==> config.mk <==
export PLATFORM = sky130hd
export DESIGN_NAME = mux_nto1_rr
export DESIGN_NICKNAME = d
export VERILOG_FILES = /design/src/rtl/mux_pkg.sv /design/src/rtl/rr_arbiter.sv /design/src/rtl/mux_nto1_rr.sv
export SDC_FILE = /design/constraint.sdc
export NUM_CORES = 1
export LEC_CHECK = 0
export CAP_MARGIN = 20
export CORE_ASPECT_RATIO = 0.6
export CORE_MARGIN = 5
export CORE_UTILIZATION = 30
export CTS_BUF_LIST = sky130_fd_sc_hd__clkbuf_4
export CTS_CLUSTER_DIAMETER = 100
export DETAILED_ROUTE_END_ITERATION = 6
export DONT_BUFFER_PORTS = 1
export RECOVER_POWER = 100
export REMOVE_ABC_BUFFERS = 1
export SETUP_SLACK_MARGIN = 0.4
export SLEW_MARGIN = 30
export SYNTH_ARGS = -nofsm -noshare
export SYNTH_HDL_FRONTEND = slang
export SYNTH_SLANG_ARGS = --single-unit
==> constraint.sdc <==
create_clock -name clk -period 15.8 [get_ports clk]
set_clock_uncertainty 0.15 [all_clocks]
set_input_delay 1.58 -clock clk [delete_from_list [all_inputs] [get_ports clk]]
set_output_delay 1.58 -clock clk [all_outputs]
set_load 0.01 [all_outputs]
==> src/rtl/mux_pkg.sv <==
// Shared types for the N-to-1 packet mux: output-register state and pointer width helper.
// No logic of its own; imported by the arbiter and the mux top.
// Backpressure: not applicable.
package mux_pkg;

    typedef enum logic {
        EMPTY = 1'b0,
        FULL  = 1'b1
    } state_t;

    // Width of a channel index; never narrower than one bit.
    function automatic int ptr_w(input int n);
        return (n > 1) ? $clog2(n) : 1;
    endfunction

endpackage

==> src/rtl/rr_arbiter.sv <==
// One-hot arbiter: round-robin from ptr upward (mode=0) or lowest index wins (mode=1).
// Latency: purely combinational.
// Backpressure: none; the caller decides whether the grant is consumed.
module rr_arbiter
    import mux_pkg::*;
#(
    parameter int N  = 4,
    parameter int PW = ptr_w(N)
) (
    input  logic [N-1:0]  req,
    input  logic          mode,
    input  logic [PW-1:0] ptr,
    output logic [N-1:0]  grant
);

    // Each requester gets a distance from the search start; the smallest distance wins.
    always_comb begin
        int best;
        int off;
        grant = '0;
        best  = N;
        off   = 0;
        for (int i = 0; i < N; i++) begin
            if (mode)
                off = i;
            else if (i >= int'(ptr))
                off = i - int'(ptr);
            else
                off = i + N - int'(ptr);
            if (req[i] && off < best) begin
                best     = off;
                grant    = '0;
                grant[i] = 1'b1;
            end
        end
    end

endmodule

==> src/rtl/mux_nto1_rr.sv <==
// N-to-1 mux with round-robin/fixed arbitration into a single-entry output register; MUX_PKT_LOCK_EN holds grant for a whole packet.
// Latency: one cycle from an input transfer to out_valid.
// Backpressure: in_ready follows out_ready when full, so a drain and a new load can share a cycle.
module mux_nto1_rr
    import mux_pkg::*;
#(
    parameter int N     = 4,
    parameter int WIDTH = 8
) (
    input  logic                  clk,
    input  logic                  rst,
    input  logic                  mode,
    input  logic [N*WIDTH-1:0]    in_data,
    input  logic [N-1:0]          in_valid,
    input  logic [N-1:0]          in_last,
    output logic [N-1:0]          in_ready,
    output logic [WIDTH-1:0]      out_data,
    output logic [$clog2(N)-1:0]  out_sel,
    output logic                  out_last,
    output logic                  out_valid,
    input  logic                  out_ready
);

    localparam int PW = ptr_w(N);

    state_t           state;
    state_t           state_nxt;
    logic [PW-1:0]    ptr;
    logic [PW-1:0]    gidx;
    logic [N-1:0]     req;
    logic [N-1:0]     grant;
    logic [WIDTH-1:0] sel_data;
    logic             sel_last;
    logic             accept;
    logic             load;

`ifdef MUX_PKT_LOCK_EN
    logic          locked;
    logic [PW-1:0] lock_ch;

    // Mid-packet, only the owning channel is visible to the arbiter.
    assign req = locked ? (in_valid & (N'(1) << lock_ch)) : in_valid;
`else
    assign req = in_valid;
`endif

    rr_arbiter #(.N(N), .PW(PW)) u_arb (
        .req   (req),
        .mode  (mode),
        .ptr   (ptr),
        .grant (grant)
    );

    assign accept    = (state == EMPTY) | out_ready;
    assign load      = accept & (|req) & ~rst;
    assign in_ready  = (accept & ~rst) ? grant : '0;
    assign out_valid = (state == FULL);

    always_comb begin
        gidx     = '0;
        sel_data = '0;
        sel_last = 1'b0;
        for (int i = 0; i < N; i++) begin
            if (grant[i]) begin
                gidx     = PW'(i);
                sel_data = in_data[i*WIDTH +: WIDTH];
                sel_last = in_last[i];
            end
        end
    end

    always_comb begin
        state_nxt = state;
        case (state)
            EMPTY:   if (load) state_nxt = FULL;
            FULL:    if (out_ready && !load) state_nxt = EMPTY;
            default: state_nxt = EMPTY;
        endcase
    end

    always_ff @(posedge clk) begin
        if (rst)
            state <= EMPTY;
        else
            state <= state_nxt;
    end

    always_ff @(posedge clk) begin
        if (rst) begin
            out_data <= '0;
            out_sel  <= '0;
            out_last <= 1'b0;
            ptr      <= '0;
        end else if (load) begin
            out_data <= sel_data;
            out_sel  <= gidx;
            out_last <= sel_last;
            if (!mode)
                ptr <= (gidx == PW'(N-1)) ? '0 : gidx + PW'(1);
        end
    end

`ifdef MUX_PKT_LOCK_EN
    always_ff @(posedge clk) begin
        if (rst) begin
            locked  <= 1'b0;
            lock_ch <= '0;
        end else if (load) begin
            locked  <= ~sel_last;
            lock_ch <= gidx;
        end
    end
`endif

endmodule

==> metrics.cfg <==
[route]
drt-wirelength-per-cell_um=19.0
dr_total_vias=1397
routed_via_density=6.05
routed_wl_mm=4.40
first_iter_violations=102
drt-pass1-iter-count=4
drc=0
postRouteAntennaNets=0

[cts]
cts_tree=built
clkTransAtPathRegs_ps=80
cts_buffers=3
cts_setup_buffers=0
cts_root_buffer=clkbuf_4
holdBufCountCts=0
cts_max_level=1
ctsLongestPathBuffers=2
cts.sinks=14
cts_resized=0
clkLatencyLatePin_ps=280

[finish]
ff_latch_area_um2=280
multi_input_area_um2=976
diodes=0
fillerInstances=510
drive_above_1_share=0.0774
fin_nets=222
area.growth.synth_to_final_pct=2.67

[global_routing]
grt_pass1_vias=1343
grt_overflow=0
grt_util_all_layers=0.143
grt_pass1_wl_mm=7.12
grt_max_degree=24
antenna_found_initial=0

[power]
power_frac_seq=0.417
p_sw_frac=0.414
ir_drop_mv=0.0293
p_per_area_mw_per_mm2=81.5
power_frac_comb=0.395
p_leak_nw=0.501
p_int_w=0.0000668
clkPwrFrac=0.188
finalPower_w=0.000114
switching_power_w=0.0000472

[yosys]
ys_warn_count=0
synth_edf_count=0
ys_seq_elements=14
synthArstFlopShare=0
syn_area_mm2=0.00136
synthTopCellsByArea=dfxtp_1 21%, ha_1 8.3%, a32o_1 5.9%, a21oi_1 5.1%, nand2_1 5.0%
synthCells=176
synth_top_area_cell=dfxtp_1
synthFlopType=dfxtp_1
synth_most_common_cell=nand2_1
yosysUniqueCellTypes=45
netlist_top_cells_count=18 x nand2_1, 15 x nor2_1, 14 x a21oi_1, 14 x dfxtp_1, 10 x a31oi_1
yosysSeqAreaShare=0.206
netlist.area_leader.share=0.206
post_synth.cell_area_avg_um2=7.73

[sta]
rsz0062_at_grt=false
finalWorstSetupSlack_ps=7090
hold_viol=0
slew_headroom=0.183
finalCritPeriodShare=0.552
setup_viol=0
worstMarginPinSlew_ps=1230
slew_viol_final=0
whs_ps=396
tns_ps=0
min_period_ps=8710
fmax_mhz=115

[placed_design]
dp_hpwl_mm=3.35
place_ws_ps=7450
port_buffers=0
finalWeightedCongestion=0.814

[floorplanning]
rows=19
die_x_um=97.0
core_mm2=0.00447
floorplan.initialDensity=0.305
die_area_mm2=0.00603
die_h_um=62.2
io_pins=60

[critical_path]
cp.required_ps=14070
worst-setup-path-type=in -> out
start_kind=input port
cp-end-kind=output pin
worst-path-max-fanout=20
cp_data_arrival_time_ps=6980

[flow_run]
cap_violations=0

[outcome]
status=finished clean

[min_path]
hp-class=reg -> reg

-- cells in the final DEF, fill, tap and decap left out, drive strengths merged, types with 2 or more instances in the layout --
cell / instances
o211ai: 2
nand3: 3
or2: 2
dfxtp: 14
nor3: 2
nor2b: 3
nor2: 15
a31oi: 10
a21o: 2
inv: 9
clkbuf: 3
a21oi: 14
and3: 9
o211a: 2
a32o: 8
and2: 2
ha: 9
nand4: 8
mux2: 2
nand2: 18
nand2b: 3
o21ai: 4
a311oi: 9
-- registers in the layout (all words and copies together) (netlist names) --
| name | flops |
|---|---|
| out_sel | 2 |
| out_last | 1 |
| ptr | 2 |
| out_valid | 1 |
| out_data | 8 |
-- critical path, stage by stage --
cell,delay (ps)
nor2_1,230
nand2_1,110
ha_1,290
o21a_1,210
a21oi_1,130
o21ai_0,80
a21oi_1,160
a31oi_1,80
ha_1,200
or3b_2,440
or4_1,490
o211a_1,410
mux2_1,420
ha_1,290
nor2_1,180
inv_1,60
a221oi_1,1000
mux2_1,250
nand2_1,120
nor2_1,230
-- power groups by stage --
stage,Combinational [W],Sequential [W],Clock [W]
finish,0.0000450,0.0000475,0.0000214
global route,0.0000509,0.0000482,0.0000242
CTS,0.0000453,0.0000476,0.0000220
detailed placement,0.0000448,0.0000485,0
global placement,0.0000447,0.0000486,0
floorplan,0.0000355,0.0000467,0
-- worst paths after layout --
path	start	end	slack [ps]	cells past startpoint
worst max-delay path	mode	in_ready[3]	7090	20
worst min-delay path	out_valid$_SDFF_PP0_	out_valid$_SDFF_PP0_	400	2
worst max register to register	ptr[0]$_SDFFE_PP0P_	ptr[0]$_SDFFE_PP0P_	9310	22
worst min register to register	out_valid$_SDFF_PP0_	out_valid$_SDFF_PP0_	400	2
-- layout make-up --
cell class / count / share of cell area
sequential: 14 / 0.201
tap: 63 / 0.0564
clock buffer: 3 / 0.0161
clock inverter: 1 / 0.00269
multi-input combinational: 141 / 0.698
inverter: 9 / 0.0260
-- metal layers --
layer  global-route usage  wire (um)  vias up
met5                    0          0        -
met3               0.0828        649        2
li1                     -          -      668
met2                0.196       1770       69
met1                0.199       1970      658
met4               0.0158         10        0
-- cell families after synthesis --
family,synth area share
DFF,0.206
buffers and inverters,0.0735
and+or+nand+nor,0.277
muxes,0.0193
adders and majority gates,0.0827
AOI/OAI and AO/OA,0.342
-- metrics by stage --
| step | util | instances | instance area [um2] |
|---|---|---|---|
| floorplan | - | 164 | 1300 |
| global placement | 0.308 | 227 | 1380 |
| detailed placement | 0.308 | 227 | 1380 |
| CTS | 0.314 | 231 | 1400 |
| global route | 0.313 | 231 | 1400 |
| finish | 0.313 | 231 | 1400 |
Note: power is estimated with default switching activity, not from simulation.
